## src/rtl/reg_write_arbiter.sv

```systemverilog
// reg_write_arbiter: round-robin arbiter granting NREQ requesters burst write
// access to a bank of NREG data registers. Each accepted write becomes a
// registered one-cycle reg_we pulse with reg_wdata on the following clock.
module reg_write_arbiter #(
   parameter int NREQ      = 4,
   parameter int GW        = 2,
   parameter int NREG      = 4,
   parameter int AW        = 2,
   parameter int DW        = 8,
   parameter int MAX_BURST = 4,
   parameter int TIMEOUT   = 8
) (
   input  logic                 clk,
   input  logic                 rst_n,
   input  logic [NREQ-1:0]      req_valid,
   input  logic [NREQ*AW-1:0]   req_addr,
   input  logic [NREQ*DW-1:0]   req_data,
   input  logic [NREQ-1:0]      req_last,
   output logic [NREQ-1:0]      req_ready,
   output logic [NREG-1:0]      reg_we,
   output logic [DW-1:0]        reg_wdata,
   output logic [GW-1:0]        grant_id,
   output logic                 busy,
   output logic                 err
);

   // Beat and idle counters are sized for limits up to 15.
   localparam int CW = 4;

   typedef enum logic [0:0] {
      ST_IDLE = 1'b0,
      ST_OWN  = 1'b1
   } state_t;

   state_t          r_state, w_state_nxt;
   logic [GW-1:0]   r_ptr, w_ptr_nxt;
   logic [GW-1:0]   r_grant, w_grant_nxt;
   logic [CW-1:0]   r_beat, w_beat_nxt;
   logic [CW-1:0]   r_idle, w_idle_nxt;
   logic            r_busy, w_busy_nxt;
   logic [NREG-1:0] r_we, w_we_nxt;
   logic [DW-1:0]   r_wdata, w_wdata_nxt;
   logic            r_err, w_err_nxt;

   logic [GW-1:0]   w_winner;
   logic            w_found;
   logic            w_own_valid;
   logic            w_own_last;
   logic [AW-1:0]   w_own_addr;
   logic [DW-1:0]   w_own_data;
   logic            w_xfer;
   logic            w_addr_ok;

   // Owner's request fields, selected by the registered grant only.
   assign w_own_valid = req_valid[r_grant];
   assign w_own_last  = req_last[r_grant];
   assign w_own_addr  = req_addr[r_grant*AW +: AW];
   assign w_own_data  = req_data[r_grant*DW +: DW];
   assign w_xfer      = (r_state == ST_OWN) && w_own_valid;
   assign w_addr_ok   = (int'(w_own_addr) < NREG);

   // Ready decode: depends on registered state only, never on req_valid.
   always_comb begin
      req_ready = '0;
      if (r_state == ST_OWN) begin
         req_ready[r_grant] = 1'b1;
      end else begin
         req_ready = '0;
      end
   end

   // Round-robin search: first valid requester at or after the pointer.
   always_comb begin
      w_found  = 1'b0;
      w_winner = '0;
      for (int k = 0; k < NREQ; k++) begin
         if (!w_found && req_valid[(int'(r_ptr) + k) % NREQ]) begin
            w_found  = 1'b1;
            w_winner = GW'((int'(r_ptr) + k) % NREQ);
         end else begin
            w_found  = w_found;
         end
      end
   end

   // Next-state, counters and registered-output values.
   always_comb begin
      w_state_nxt = r_state;
      w_ptr_nxt   = r_ptr;
      w_grant_nxt = r_grant;
      w_beat_nxt  = r_beat;
      w_idle_nxt  = r_idle;
      w_busy_nxt  = r_busy;
      w_we_nxt    = '0;
      w_wdata_nxt = r_wdata;
      w_err_nxt   = 1'b0;
      case (r_state)
         ST_IDLE: begin
            if (w_found) begin
               w_state_nxt = ST_OWN;
               w_grant_nxt = w_winner;
               w_busy_nxt  = 1'b1;
               w_beat_nxt  = '0;
               w_idle_nxt  = '0;
            end else begin
               w_busy_nxt  = 1'b0;
            end
         end
         ST_OWN: begin
            if (w_xfer) begin
               w_beat_nxt = r_beat + CW'(1);
               w_idle_nxt = '0;
               if (w_addr_ok) begin
                  for (int i = 0; i < NREG; i++) begin
                     w_we_nxt[i] = (int'(w_own_addr) == i);
                  end
                  w_wdata_nxt = w_own_data;
               end else begin
                  w_err_nxt = 1'b1;
               end
               if (w_own_last || (w_beat_nxt == CW'(MAX_BURST))) begin
                  w_state_nxt = ST_IDLE;
                  w_busy_nxt  = 1'b0;
                  w_ptr_nxt   = GW'((int'(r_grant) + 1) % NREQ);
                  w_beat_nxt  = '0;
                  w_idle_nxt  = '0;
               end else begin
                  w_state_nxt = ST_OWN;
               end
            end else begin
               w_idle_nxt = r_idle + CW'(1);
               if (w_idle_nxt == CW'(TIMEOUT)) begin
                  w_state_nxt = ST_IDLE;
                  w_busy_nxt  = 1'b0;
                  w_ptr_nxt   = GW'((int'(r_grant) + 1) % NREQ);
                  w_beat_nxt  = '0;
                  w_idle_nxt  = '0;
               end else begin
                  w_state_nxt = ST_OWN;
               end
            end
         end
         default: begin
            w_state_nxt = ST_IDLE;
            w_busy_nxt  = 1'b0;
            w_beat_nxt  = '0;
            w_idle_nxt  = '0;
         end
      endcase
   end

   // State and output registers; reset abandons any burst in flight.
   always_ff @(posedge clk or negedge rst_n) begin
      if (!rst_n) begin
         r_state <= ST_IDLE;
         r_ptr   <= '0;
         r_grant <= '0;
         r_beat  <= '0;
         r_idle  <= '0;
         r_busy  <= 1'b0;
         r_we    <= '0;
         r_wdata <= '0;
         r_err   <= 1'b0;
      end else begin
         r_state <= w_state_nxt;
         r_ptr   <= w_ptr_nxt;
         r_grant <= w_grant_nxt;
         r_beat  <= w_beat_nxt;
         r_idle  <= w_idle_nxt;
         r_busy  <= w_busy_nxt;
         r_we    <= w_we_nxt;
         r_wdata <= w_wdata_nxt;
         r_err   <= w_err_nxt;
      end
   end

   assign reg_we    = r_we;
   assign reg_wdata = r_wdata;
   assign grant_id  = r_grant;
   assign busy      = r_busy;
   assign err       = r_err;

endmodule

```

## config.mk

```make
export PLATFORM = sky130hd
export DESIGN_NAME = reg_write_arbiter
export DESIGN_NICKNAME = d
export VERILOG_FILES = /design/src/rtl/reg_write_arbiter.sv
export SDC_FILE = /design/constraint.sdc
export NUM_CORES = 1
export LEC_CHECK = 0
export CAP_MARGIN = 5
export CORE_ASPECT_RATIO = 0.75
export CORE_UTILIZATION = 48
export CTS_BUF_LIST = sky130_fd_sc_hd__clkbuf_2 sky130_fd_sc_hd__clkbuf_4 sky130_fd_sc_hd__clkbuf_8
export DETAILED_ROUTE_END_ITERATION = 12
export GPL_TIMING_DRIVEN = 0
export PLACE_DENSITY = 0.92
export RECOVER_POWER = 100
export SYNTH_ARGS = -nofsm -noshare
export SYNTH_HDL_FRONTEND = slang
export SYNTH_SLANG_ARGS = --single-unit
```

## constraint.sdc

```tcl
create_clock -name clk -period 3.3 [get_ports clk]
set_clock_uncertainty 0.2 [all_clocks]
set_input_delay 0.33 -clock clk [delete_from_list [all_inputs] [get_ports clk]]
set_output_delay 0.33 -clock clk [all_outputs]
set_load 0.1 [all_outputs]
```

# Word level (Yosys, flattened, before mapping)
# Cells that the tools add are included.
[word_totals] elab_cells=102 ff_bits=26 out_inout_bits=20 input_bits=50
[classes] bitwise_logic=4 n_eq_ne=9 addsub=6 n_lt_le_gt_ge=6 shifts=2 n_reduce_logical=19 mux=48
[op_table] op="$mux 4" count=9
[op_table] op="$shiftx 32x6->8" count=1
[op_table] op="$mux 1" count=21
[op_table] op="$pmux 4 s2" count=2
[op_table] op="$mux 2" count=7
[op_table] op="$bmux 1 s2" count=6
[op_table] op="$lt 3x4->1 const B" count=3
[op_table] op="$add 4x1->4 const B" count=2
[op_table] op="$reduce_and 2->1" count=4
[op_table] op="$shiftx 8x4->2" count=1
[op_table] op="$lt 2x3->1 const B" count=2
[op_table] op="$reduce_or 2->1" count=3
[op_table] op="$logic_and 1x1->1" count=5
[op_table] op="$add 2x1->2 const B" count=2
[op_table] op="$add 2x2->2 const B" count=2
[op_table] op="$eq 2x2->1 const B" count=2
[op_table] op="$eq 4x3->1 const B" count=1
[op_table] op="$eq 4x4->1 const B" count=1
[op_table] op="$pmux 1 s2" count=2
[op_table] op="$and 1x1->1 const A" count=3
[op_table] op="$logic_not 1->1" count=3
[op_table] op="$ne 3x1->1 const B" count=1
[op_table] op="$ne 3x2->1 const B" count=1
[op_table] op="$reduce_and 3->1" count=1
[op_table] op="9 further kinds" count=9

# Longest topological paths before layout
# Gate-level depths: netlist of the first run.
[logic_depth] ltp_word=16 ltp_mapped=6 mapped_depth_nobuf=6

# Worst setup path before layout of the first run
# No wires, ideal clock.
[synth_timing] path_kind="register to register" start="register r_grant[0] (netlist: grant_id[0])" end="register r_ptr[0]" path_stages_with_launch=6 n_path_buf=0 required_time_ps=2972 setup_slack_ps=471 setup_time_ps=128 synth_period_minus_slack_ps=2829 t_arrival_ps=2502 path_cell_list="dfrtp_1 mux4_2 a311oi_4 nor2_2 o21ai_2 mux2_1"
[synth_via] elab_chain_cells=5 word_cells_on_any_way=13 classes_between="1 x add/sub; 1 x eq/ne; 7 x mux; 4 x reduce/logical"
[synth_lines] element="from (decl)" line="37" rtl="logic [GW-1:0] r_grant, w_grant_nxt;"
[synth_lines] element="from (signal assigned)" line="167" rtl="r_grant <= w_grant_nxt;"
[synth_lines] element="$bmux 1 s2 (on tied branches)" line="55, 56"
[synth_lines] element="$mux 1 (on tied branches)" line="55, 56"
[synth_lines] element="$logic_and 1x1->1 or $logic_or 1x1->1 (tied branches)" line="59, 121"
[synth_lines] element="$ne 2x1->1 (no line) or $reduce_bool 2->1 (tied branches)"
[synth_lines] element="$reduce_and 3->1 (no line)"
[synth_lines] element="to (signal assigned)" line="166" rtl="r_ptr <= w_ptr_nxt;"
[synth_lines] element="to (decl)" line="36" rtl="logic [GW-1:0] r_ptr, w_ptr_nxt;"
# Several ways; a longest one is shown, not always the timed one. The select of a mux whose other input is x is not followed.
# A chain may end at the register's enable or synchronous reset.

# Worst setup path in the final report of the first run
[layout_timing] start="register r_grant[1] (netlist: grant_id[1])" end="output req_ready[0]"
[layout_via] elab_chain_cells=5 word_cells_on_any_way=6 classes_between="2 x order compare; 3 x mux; 1 x reduce/logical"
[layout_lines] element="$lt 2x3->1 (implied by the code) or $ge 2x1->1 (tied branches)" line="66" rtl="req_ready[r_grant] = 1'b1;"
[layout_lines] element="$logic_and 1x1->1 (implied by the code)" line="66"
[layout_lines] element="$mux 1 (implied by the code)" line="66"
[layout_lines] element="$demux 1 s2 *" line="66"
[layout_lines] element="$mux 4 *" line="65" rtl="if (r_state == ST_OWN) begin"
[layout_lines] element="to (decl)" line="19" rtl="output logic [NREQ-1:0] req_ready,"
# Every way passes the cells marked *; elsewhere a longest branch is shown, timed or not.

==> flow_metrics.py, run 1 <==
metrics = {
    "die": {
        "placementRows": 18,
        "die_y_um": 53.2,
        "core_area_um2": 3310,
        "io_pins": 70,
        "fp.dieW_um": 70.3,
        "die-area_um2": 3740,
        "initial_core_util": 0.507,
    },
    "setup_path": {
        "cp.arrival_ns": 2.44,
        "path_class": "flip-flop to output pin",
        "critPathLaunchType": "flip-flop",
        "critPathRequiredTime_ns": 2.77,
        "end_kind": "output pin",
        "path_max_fanout": 10,
    },
    "final_layout": {
        "drive_gt1_frac": 0.105,
        "final_cell_mix": "clkdlybuf4s50_1, dfrtp_1, dlygate4sd3_1",
        "layout_commonest_cell": "clkdlybuf4s50_1",
        "seq_area_um2": 651,
        "areaGrowthSynthToFinish_pct": 44.2,
        "antenna_cells": 0,
        "multi_input_area_um2": 952,
        "nFillCells": 232,
        "fin_nets": 278,
    },
    "sta": {
        "worstMarginPinSlew_ns": 1.19,
        "fin_crit_ns": 2.97,
        "fin_crit_sh": 0.900,
        "setup_tns_ns": 0,
        "final_hold_viol_count": 0,
        "setup_viol": 0,
        "slew_violations": 0,
        "fmax_ghz": 0.337,
        "max_slew_margin": 0.213,
        "rsz0062_at_grt": "no",
    },
    "clock_tree": {
        "insertion_delay_ns": 0.27,
        "ctsHoldBuffers": 0,
        "htree_levels": 1,
        "clk_pin_slew_worst_paths_ns": 0.09,
        "cts_tree": "built",
        "cts_resized": 1,
        "cts_buffer_depth": 2,
        "post_cts.repair.setup_buffers": 0,
        "cts_buffers": 3,
        "clk_root_buffer_cell": "clkbuf_8",
        "clock_sinks": 26,
    },
    "routing": {
        "top_layer": "met4",
        "num_vias": 1491,
        "met3_length_um": 288,
        "viasPerCell": 5.76,
        "drc_errors": 0,
        "wl_met2_um": 2240,
        "routed_wl_um": 4390,
        "wl_per_cell_um": 17.0,
        "postRouteAntennaNets": 0,
        "wl_met1_um": 1810,
        "drtIter0Drc": 91,
        "first_pass_iters": 4,
    },
    "global_route": {
        "track_usage": 0.252,
        "gr-total-overflow": 0,
        "antenna_found_initial": 0,
        "grt_pass1_vias": 1418,
        "grt_max_degree": 27,
        "grt_pass1_wl_um": 6960,
    },
    "power_and_ir_drop": {
        "peakVddDrop_mv": 0.821,
        "p_int_mw": 1.02,
        "power_frac_clock": 0.085,
        "switchingPower_mw": 1.39,
        "leakage_nw": 1.00,
        "switching_share": 0.576,
        "p_per_area_nw_per_um2": 995,
        "finalPower_mw": 2.41,
        "comb_power_share": 0.680,
        "pwr-share-seq": 0.234,
    },
    "job": {
        "drv_cap": 0,
    },
    "synth": {
        "synth_cells": 146,
        "async_flop_share": 1.00,
        "synthDistinctLibCells": 43,
        "synth-seq-cells": 26,
        "synthesis.nets": 204,
        "syn_area_um2": 1680,
        "avgSynthCellArea_um2": 11.5,
        "ys_seq_area_frac": 0.388,
        "synth_edf_count": 0,
        "ys.flop_type": "dfrtp_1",
        "yosys_warnings": 0,
    },
    "status": {
        "status": "complete, no violations",
    },
    "placement": {
        "gp_congestion": 0.777,
        "hpwl_um": 3490,
        "io_buffers": 68,
    },
    "hold_path": {
        "hold_path_class": "primary input to asynchronous set/reset pin",
    },
}
==> stage by stage <==
step / hold slack (ns) / utilization / instance area, um^2 / setup WS [ns] / instances
after floorplan: -0.166 / - / 1680 / 0.471 / 146
after global placement: 0.268 / 0.728 / 2410 / 0.303 / 254
after detailed placement: 0.275 / 0.728 / 2410 / 0.281 / 254
after CTS: 0.294 / 0.744 / 2460 / 0.00433 / 258
after global routing: 0.277 / 0.731 / 2420 / 0.232 / 259
final: 0.247 / 0.731 / 2420 / 0.331 / 259
==> sequential cells by signal, summed over array words and instances (netlist names) <==
signal / cells
grant_id: 2
r_beat: 4
reg_we: 4
reg_wdata: 8
r_ptr: 2
r_state: 1
busy: 1
r_idle: 4
==> metal layers <==
metal,vias up,track usage
met3,4,0.0571
met5,-,0
met1,732,0.299
met2,64,0.471
li1,691,-
met4,0,0.0600
==> worst max-delay path, stage by stage, from the launching register on <==
cell and delay, ns:
dfrtp_1 0.53, clkbuf_1 0.34, inv_1 0.16, ha_1 0.15, and2_1 0.12, clkbuf_1 0.87
==> cell type report <==
class | instances | area share
buffer | 5 | 0.00982
inverter | 6 | 0.00931
multi-input combinational | 109 | 0.393
clock buffer | 4 | 0.0228
timing repair buffer | 69 | 0.275
tap | 40 | 0.0207
sequential | 26 | 0.269
==> cells by family after synthesis <==
logic type                 Yosys count  synth area share
and+or+nand+nor                     49             0.160
AOI/OAI and AO/OA                   27             0.122
DFF                                 26             0.388
muxes                               24             0.240
buffers and inverters               11            0.0283
adders and majority gates            8            0.0597
other                                1           0.00223
==> synthesized netlist by cell type (2+ instances only) <==
library cell,number,area share
ha_1,8,0.060
nand2b_1,3,0.011
a21oi_1,6,0.018
mux2i_1,2,0.012
o21ai_1,6,0.018
nor2_1,8,0.018
inv_1,5,0.011
mux2_1,10,0.067
buf_2,2,0.0060
clkbuf_1,2,0.0045
nand2_1,9,0.020
mux4_2,12,0.16
a22o_1,2,0.010
nand3_1,6,0.018
and3b_1,2,0.010
and2_1,6,0.022
nand3b_1,3,0.013
dfrtp_1,26,0.39
o21ai_2,2,0.010
nor3_1,3,0.0089
==> power by group through the flow <==
stage / Combinational (mW) / Sequential, mW / Clock [mW]
2_1_floorplan: 0.707 / 1.14 / 0
3_3_place_gp: 1.68 / 0.560 / 0
3_5_place_dp: 1.72 / 0.574 / 0
4_1_cts: 1.72 / 0.567 / 0.210
5_1_grt: 1.72 / 0.582 / 0.226
6_report: 1.64 / 0.565 / 0.206
==> final timing paths <==
path	startpoint	to	slack (ns)	cells past startpoint
min in group clk	reg_wdata[3]$_DFFE_PN0P_	reg_wdata[3]$_DFFE_PN0P_	0.28	1
worst max-delay path	grant_id[1]$_DFFE_PN0P_	req_ready[0]	0.33	5
max in group asynchronous	rst_n	busy$_DFFE_PN0P_	1.51	2
worst min register to register	reg_wdata[3]$_DFFE_PN0P_	reg_wdata[3]$_DFFE_PN0P_	0.28	1
worst min-delay path	rst_n	reg_wdata[2]$_DFFE_PN0P_	0.25	1
worst max register to register	grant_id[0]$_DFFE_PN0P_	r_ptr[1]$_DFFE_PN0P_	0.49	5
Note: power is estimated with default switching activity, not from simulation.
==> inputs of run 2 (changes only) <==
--- a/config.mk
+++ b/config.mk
@@ -5,7 +5,6 @@
 export SDC_FILE = /design/constraint.sdc
 export NUM_CORES = 1
 export LEC_CHECK = 0
-export CAP_MARGIN = 5
 export CORE_ASPECT_RATIO = 0.75
 export CORE_UTILIZATION = 48
 export CTS_BUF_LIST = sky130_fd_sc_hd__clkbuf_2 sky130_fd_sc_hd__clkbuf_4 sky130_fd_sc_hd__clkbuf_8
==> flow_metrics.py, run 2 (synthesis results as in run 1) <==
metrics = {
    "clock_tree": {
        "cts_tree": "built",
        "htree_levels": 1,
        "clk_pin_slew_worst_paths_ns": 0.08,
        "cts_buffers": 3,
        "clock_sinks": 26,
        "cts_buffer_depth": 2,
        "clk_root_buffer_cell": "clkbuf_8",
        "insertion_delay_ns": 0.27,
    },
    "die": {
        "core_area_um2": 3310,
        "fp.dieW_um": 70.3,
        "placementRows": 18,
        "die_y_um": 53.2,
        "io_pins": 70,
        "initial_core_util": 0.507,
        "die-area_um2": 3740,
    },
    "hold_path": {
        "hold_path_class": "flip-flop to flip-flop",
    },
    "setup_path": {
        "slowest_stage": "clkbuf_1",
        "max_stage_delay_ns": 0.87,
        "path_max_fanout": 10,
        "crit_buf_inv": 3,
        "cp.arrival_ns": 2.43,
        "end_kind": "output pin",
        "path_cells": "clkbuf_1 -> inv_1 -> ha_1 -> and2_1 -> clkbuf_1",
        "path_class": "flip-flop to output pin",
        "critPathLaunchType": "flip-flop",
        "critPathRequiredTime_ns": 2.77,
        "path_delay_family": "buffers and inverters",
        "crit_top_cell": "clkbuf_1",
    },
    "sta": {
        "fmax_ghz": 0.338,
        "fin_crit_sh": 0.897,
        "setup_viol": 0,
        "rsz0062_at_grt": "no",
        "fin_crit_ns": 2.96,
        "worstMarginPinSlew_ns": 1.18,
        "max_slew_margin": 0.211,
        "slew_violations": 0,
        "setup_slack_ns": 0.341,
        "setup_tns_ns": 0,
        "final_hold_viol_count": 0,
    },
    "power_and_ir_drop": {
        "pwr-share-seq": 0.234,
        "leakage_nw": 1.00,
        "power_frac_clock": 0.086,
        "switching_share": 0.576,
        "p_per_area_nw_per_um2": 996,
        "p_int_mw": 1.02,
        "peakVddDrop_mv": 0.821,
        "switchingPower_mw": 1.39,
        "finalPower_mw": 2.41,
        "comb_power_share": 0.680,
    },
    "global_route": {
        "grt_max_degree": 27,
        "grt_pass1_wl_um": 6960,
        "gr-total-overflow": 0,
        "grt_pass1_vias": 1418,
        "antenna_found_initial": 0,
        "track_usage": 0.252,
    },
    "routing": {
        "drc_errors": 0,
        "routed_wl_um": 4410,
        "drtIter0Drc": 97,
        "wl_per_cell_um": 17.1,
        "postRouteAntennaNets": 0,
        "viasPerCell": 5.68,
        "num_vias": 1465,
        "first_pass_iters": 4,
    },
    "status": {
        "status": "complete, no violations",
    },
    "final_layout": {
        "multi_input_area_um2": 952,
        "final_util": 0.730,
        "areaGrowthSynthToFinish_pct": 44.0,
        "antenna_cells": 0,
        "drive_gt1_frac": 0.106,
        "final_cell_mix": "clkdlybuf4s50_1, dfrtp_1, dlygate4sd3_1",
        "seq_area_um2": 651,
        "nFillCells": 234,
        "fin_nets": 277,
        "largest_reg_flops": 8,
        "layout_commonest_cell": "clkdlybuf4s50_1",
    },
    "placement": {
        "place_ws_ns": 0.281,
        "io_buffers": 68,
        "hpwl_um": 3490,
        "gp_congestion": 0.777,
    },
    "job": {
        "drv_cap": 0,
    },
}
[run 2: changes by cell type in the layout (fill, tap and decap cells not counted)]
cell and delta:
clkbuf_1 -1
[run 2: final cells by class]
cell class / count / area share
plain buffers: 5 / 0.00984
clock buffers: 4 / 0.0228
inverters: 6 / 0.00932
multi-input cells: 109 / 0.394
flip-flops and latches: 26 / 0.269
well taps: 40 / 0.0207
repair buffers: 68 / 0.274
[run 2: worst paths after layout]
path	startpoint	to	slack, ns	depth (start not counted)
worst max-delay path	grant_id[1]$_DFFE_PN0P_	req_ready[0]	0.34	5
worst min register to register	reg_wdata[3]$_DFFE_PN0P_	reg_wdata[3]$_DFFE_PN0P_	0.28	1
min in group asynchronous	rst_n	reg_wdata[2]$_DFFE_PN0P_	0.54	1
worst max register to register	grant_id[0]$_DFFE_PN0P_	r_ptr[1]$_DFFE_PN0P_	0.50	5
worst min-delay path	reg_wdata[3]$_DFFE_PN0P_	reg_wdata[3]$_DFFE_PN0P_	0.28	1
max in group asynchronous	rst_n	grant_id[1]$_DFFE_PN0P_	1.65	1
[run 2: per-layer routing]
metal / wire length, um / vias to the layer above / global-route usage / part of all wire
li1: - / 686 / - / -
met1: 1840 / 712 / 0.299 / 0.42
met2: 2230 / 63 / 0.471 / 0.50
met3: 287 / 4 / 0.0571 / 0.065
met4: 53 / 0 / 0.0600 / 0.012
met5: 0 / - / 0 / 0
[run 2: through the flow]
stage	std cells	area [um^2]	hold slack, ns
4_1_cts	258	2460	0.294
2_1_floorplan	146	1680	-0.166
6_report	258	2420	0.284
3_3_place_gp	254	2410	0.268
3_5_place_dp	254	2410	0.275
5_1_grt	258	2420	0.310
[run 2: power by group through the flow]
| stage | Sequential (mW) | Clock, mW | Combinational, mW |
|---|---|---|---|
| after global placement | 0.560 | 0 | 1.68 |
| after detailed placement | 0.574 | 0 | 1.72 |
| after global routing | 0.582 | 0.226 | 1.72 |
| after CTS | 0.567 | 0.210 | 1.72 |
| after floorplan | 1.14 | 0 | 0.707 |
| final | 0.563 | 0.207 | 1.64 |
[run 2: what timing repair did]
action                                  CTS  global route
pin swaps                                 0             0
hold buffers                              0             0
buffers inserted                          0             0
endpoints found under the setup margin    1             2
gates resized for setup                   1             2
==> inputs of run 3 (changes only) <==
--- a/config.mk
+++ b/config.mk
@@ -9,7 +9,8 @@
 export CORE_UTILIZATION = 48
 export CTS_BUF_LIST = sky130_fd_sc_hd__clkbuf_2 sky130_fd_sc_hd__clkbuf_4 sky130_fd_sc_hd__clkbuf_8
 export DETAILED_ROUTE_END_ITERATION = 12
-export GPL_TIMING_DRIVEN = 0
+export GPL_TIMING_DRIVEN = 1
+export HOLD_SLACK_MARGIN = 0.12
 export PLACE_DENSITY = 0.92
 export RECOVER_POWER = 100
 export SYNTH_ARGS = -nofsm -noshare
==> flow_metrics.py, run 3 (synthesis results as in run 1) <==
metrics = {
    "status": {
        "status": "complete, no violations",
    },
    "clock_tree": {
        "clk_pin_slew_worst_paths_ns": 0.09,
        "cts_buffers": 3,
        "ctsHoldBuffers": 0,
        "clk_root_buffer_cell": "clkbuf_8",
        "insertion_delay_ns": 0.27,
        "post_cts.repair.setup_buffers": 0,
        "htree_levels": 1,
        "cts_buffer_depth": 2,
        "cts_tree": "built",
        "cts_resized": 0,
        "clock_sinks": 26,
    },
    "setup_path": {
        "reg2reg_depth": 6,
        "max_stage_delay_ns": 0.87,
        "rrSetupSlack_ns": 0.60,
        "r2r_start": "grant_id[0]$_DFFE_PN0P_",
        "critPathLaunchType": "flip-flop",
        "cp.arrival_ns": 2.23,
        "path_cells": "buf_4 -> inv_1 -> ha_1 -> and2_1 -> clkbuf_1",
        "critPathRequiredTime_ns": 2.77,
        "r2r-end": "busy$_DFFE_PN0P_",
        "slowest_stage": "clkbuf_1",
        "path_delay_family": "buffers and inverters",
        "crit_buf_inv": 3,
        "end_kind": "output pin",
        "path_max_fanout": 15,
        "path_class": "flip-flop to output pin",
    },
    "power_and_ir_drop": {
        "comb_power_share": 0.670,
        "switching_share": 0.564,
        "pwr-share-seq": 0.223,
        "switchingPower_mw": 1.39,
        "p_per_area_nw_per_um2": 1010,
        "leakage_nw": 1.00,
        "peakVddDrop_mv": 0.769,
        "finalPower_mw": 2.47,
        "p_int_mw": 1.08,
        "power_frac_clock": 0.107,
    },
    "die": {
        "fp.dieW_um": 70.3,
        "placementRows": 18,
        "die_y_um": 53.2,
        "core_area_um2": 3310,
        "initial_core_util": 0.507,
        "die-area_um2": 3740,
        "io_pins": 70,
    },
    "hold_path": {
        "min_to": "reg_wdata[6]$_DFFE_PN0P_",
        "min_from": "reg_wdata[6]$_DFFE_PN0P_",
        "hold_path_class": "flip-flop to flip-flop",
        "hold_depth": 1,
    },
    "global_route": {
        "grt_max_degree": 27,
        "antenna_found_initial": 0,
        "track_usage": 0.253,
        "grt_pass1_wl_um": 7080,
        "grt_pass1_vias": 1464,
        "gr-total-overflow": 0,
    },
    "routing": {
        "postRouteAntennaNets": 0,
        "num_vias": 1447,
        "first_pass_iters": 4,
        "wl_per_cell_um": 17.1,
        "drtIter0Drc": 55,
        "drc_errors": 0,
        "viasPerCell": 5.65,
        "routed_wl_um": 4370,
    },
    "final_layout": {
        "final_cell_mix": "clkdlybuf4s50_1, dfrtp_1, dlygate4sd3_1",
        "areaGrowthSynthToFinish_pct": 45.0,
        "fin_nets": 275,
        "drive_gt1_frac": 0.120,
        "antenna_cells": 0,
        "layout_commonest_cell": "clkdlybuf4s50_1",
        "largest_reg_flops": 8,
    },
    "sta": {
        "slew_violations": 0,
        "rsz0062_at_grt": "no",
        "max_slew_margin": 0.0687,
        "worstMarginPinSlew_ns": 1.40,
        "setup_tns_ns": 0,
        "fin_crit_ns": 2.76,
        "final_hold_viol_count": 0,
        "fin_crit_sh": 0.837,
        "fmax_ghz": 0.362,
        "setup_viol": 0,
    },
    "placement": {
        "gp_congestion": 0.795,
        "hpwl_um": 3500,
        "io_buffers": 68,
    },
    "job": {
        "drv_cap": 0,
    },
}
## run 3: changes by cell type in the layout (fill, tap and decap cells not counted)
cell / before / now
dlygate4sd3_1: 18 / 15
buf_2: 1 / 0
bufinv_16: 0 / 1
o21ai_1: 3 / 2
buf_4: 1 / 3
clkbuf_8: 4 / 3
a311oi_1: 1 / 0
o21ai_2: 0 / 1
a311oi_4: 0 / 1
## run 3: layer usage
metal,vias to the layer above,global-route usage,wire (um)
met5,-,0,0
met4,0,0.0533,51
met3,8,0.0610,215
met2,48,0.470,2270
met1,706,0.303,1830
li1,685,-,-
## run 3: cell type report
class / count / area, um^2
well taps: 40 / 50.0
clock inverters: 1 / 30.0
repair buffers: 71 / 666
multi-input cells: 109 / 973
flip-flops and latches: 26 / 651
clock buffers: 3 / 41.3
inverters: 6 / 22.5
fillers: 246 / 877
## run 3: how the worst max path moves through the flow
| stage | from | to | slack [ns] | depth (start not counted) |
|---|---|---|---|---|
| after floorplan | grant_id[0]$_DFFE_PN0P_ | r_ptr[0]$_DFFE_PN0P_ | 0.47 | 5 |
| after global placement | req_last[3] | r_ptr[1]$_DFFE_PN0P_ | 0.87 | 6 |
| after detailed placement | req_last[2] | r_ptr[0]$_DFFE_PN0P_ | 0.81 | 6 |
| after CTS | grant_id[0]$_DFFE_PN0P_ | r_ptr[0]$_DFFE_PN0P_ | 0.97 | 5 |
| after global routing | grant_id[0]$_DFFE_PN0P_ | req_ready[0] | 0.43 | 5 |
| final | grant_id[0]$_DFFE_PN0P_ | req_ready[0] | 0.54 | 5 |
## run 3: worst reg2reg max path: stages, from the launching register on
cell,delay (ns)
dfrtp_1,0.41
buf_4,0.30
mux4_2,0.62
and2_0,0.52
nand2_2,0.29
nand2_1,0.10
a32oi_1,0.18
## run 3: power by group through the flow
stage / Clock, mW / Combinational, mW / Sequential [mW]
2_1_floorplan: 0 / 0.707 / 1.14
3_3_place_gp: 0 / 1.68 / 0.550
3_5_place_dp: 0 / 1.72 / 0.561
4_1_cts: 0.269 / 1.73 / 0.556
5_1_grt: 0.284 / 1.74 / 0.568
6_report: 0.264 / 1.65 / 0.551
## run 3: stage by stage
step                      cells  utilization  setup slack [ns]  instance area [um^2]  hold WS [ns]
after detailed placement    252        0.722             0.806                  2390         0.277
after global placement      252        0.722             0.867                  2390         0.270
after global routing        256        0.735             0.427                  2430         0.315
after floorplan             146            -             0.471                  1680        -0.166
final                       256        0.735             0.539                  2430         0.287
after CTS                   256        0.744             0.974                  2460         0.219
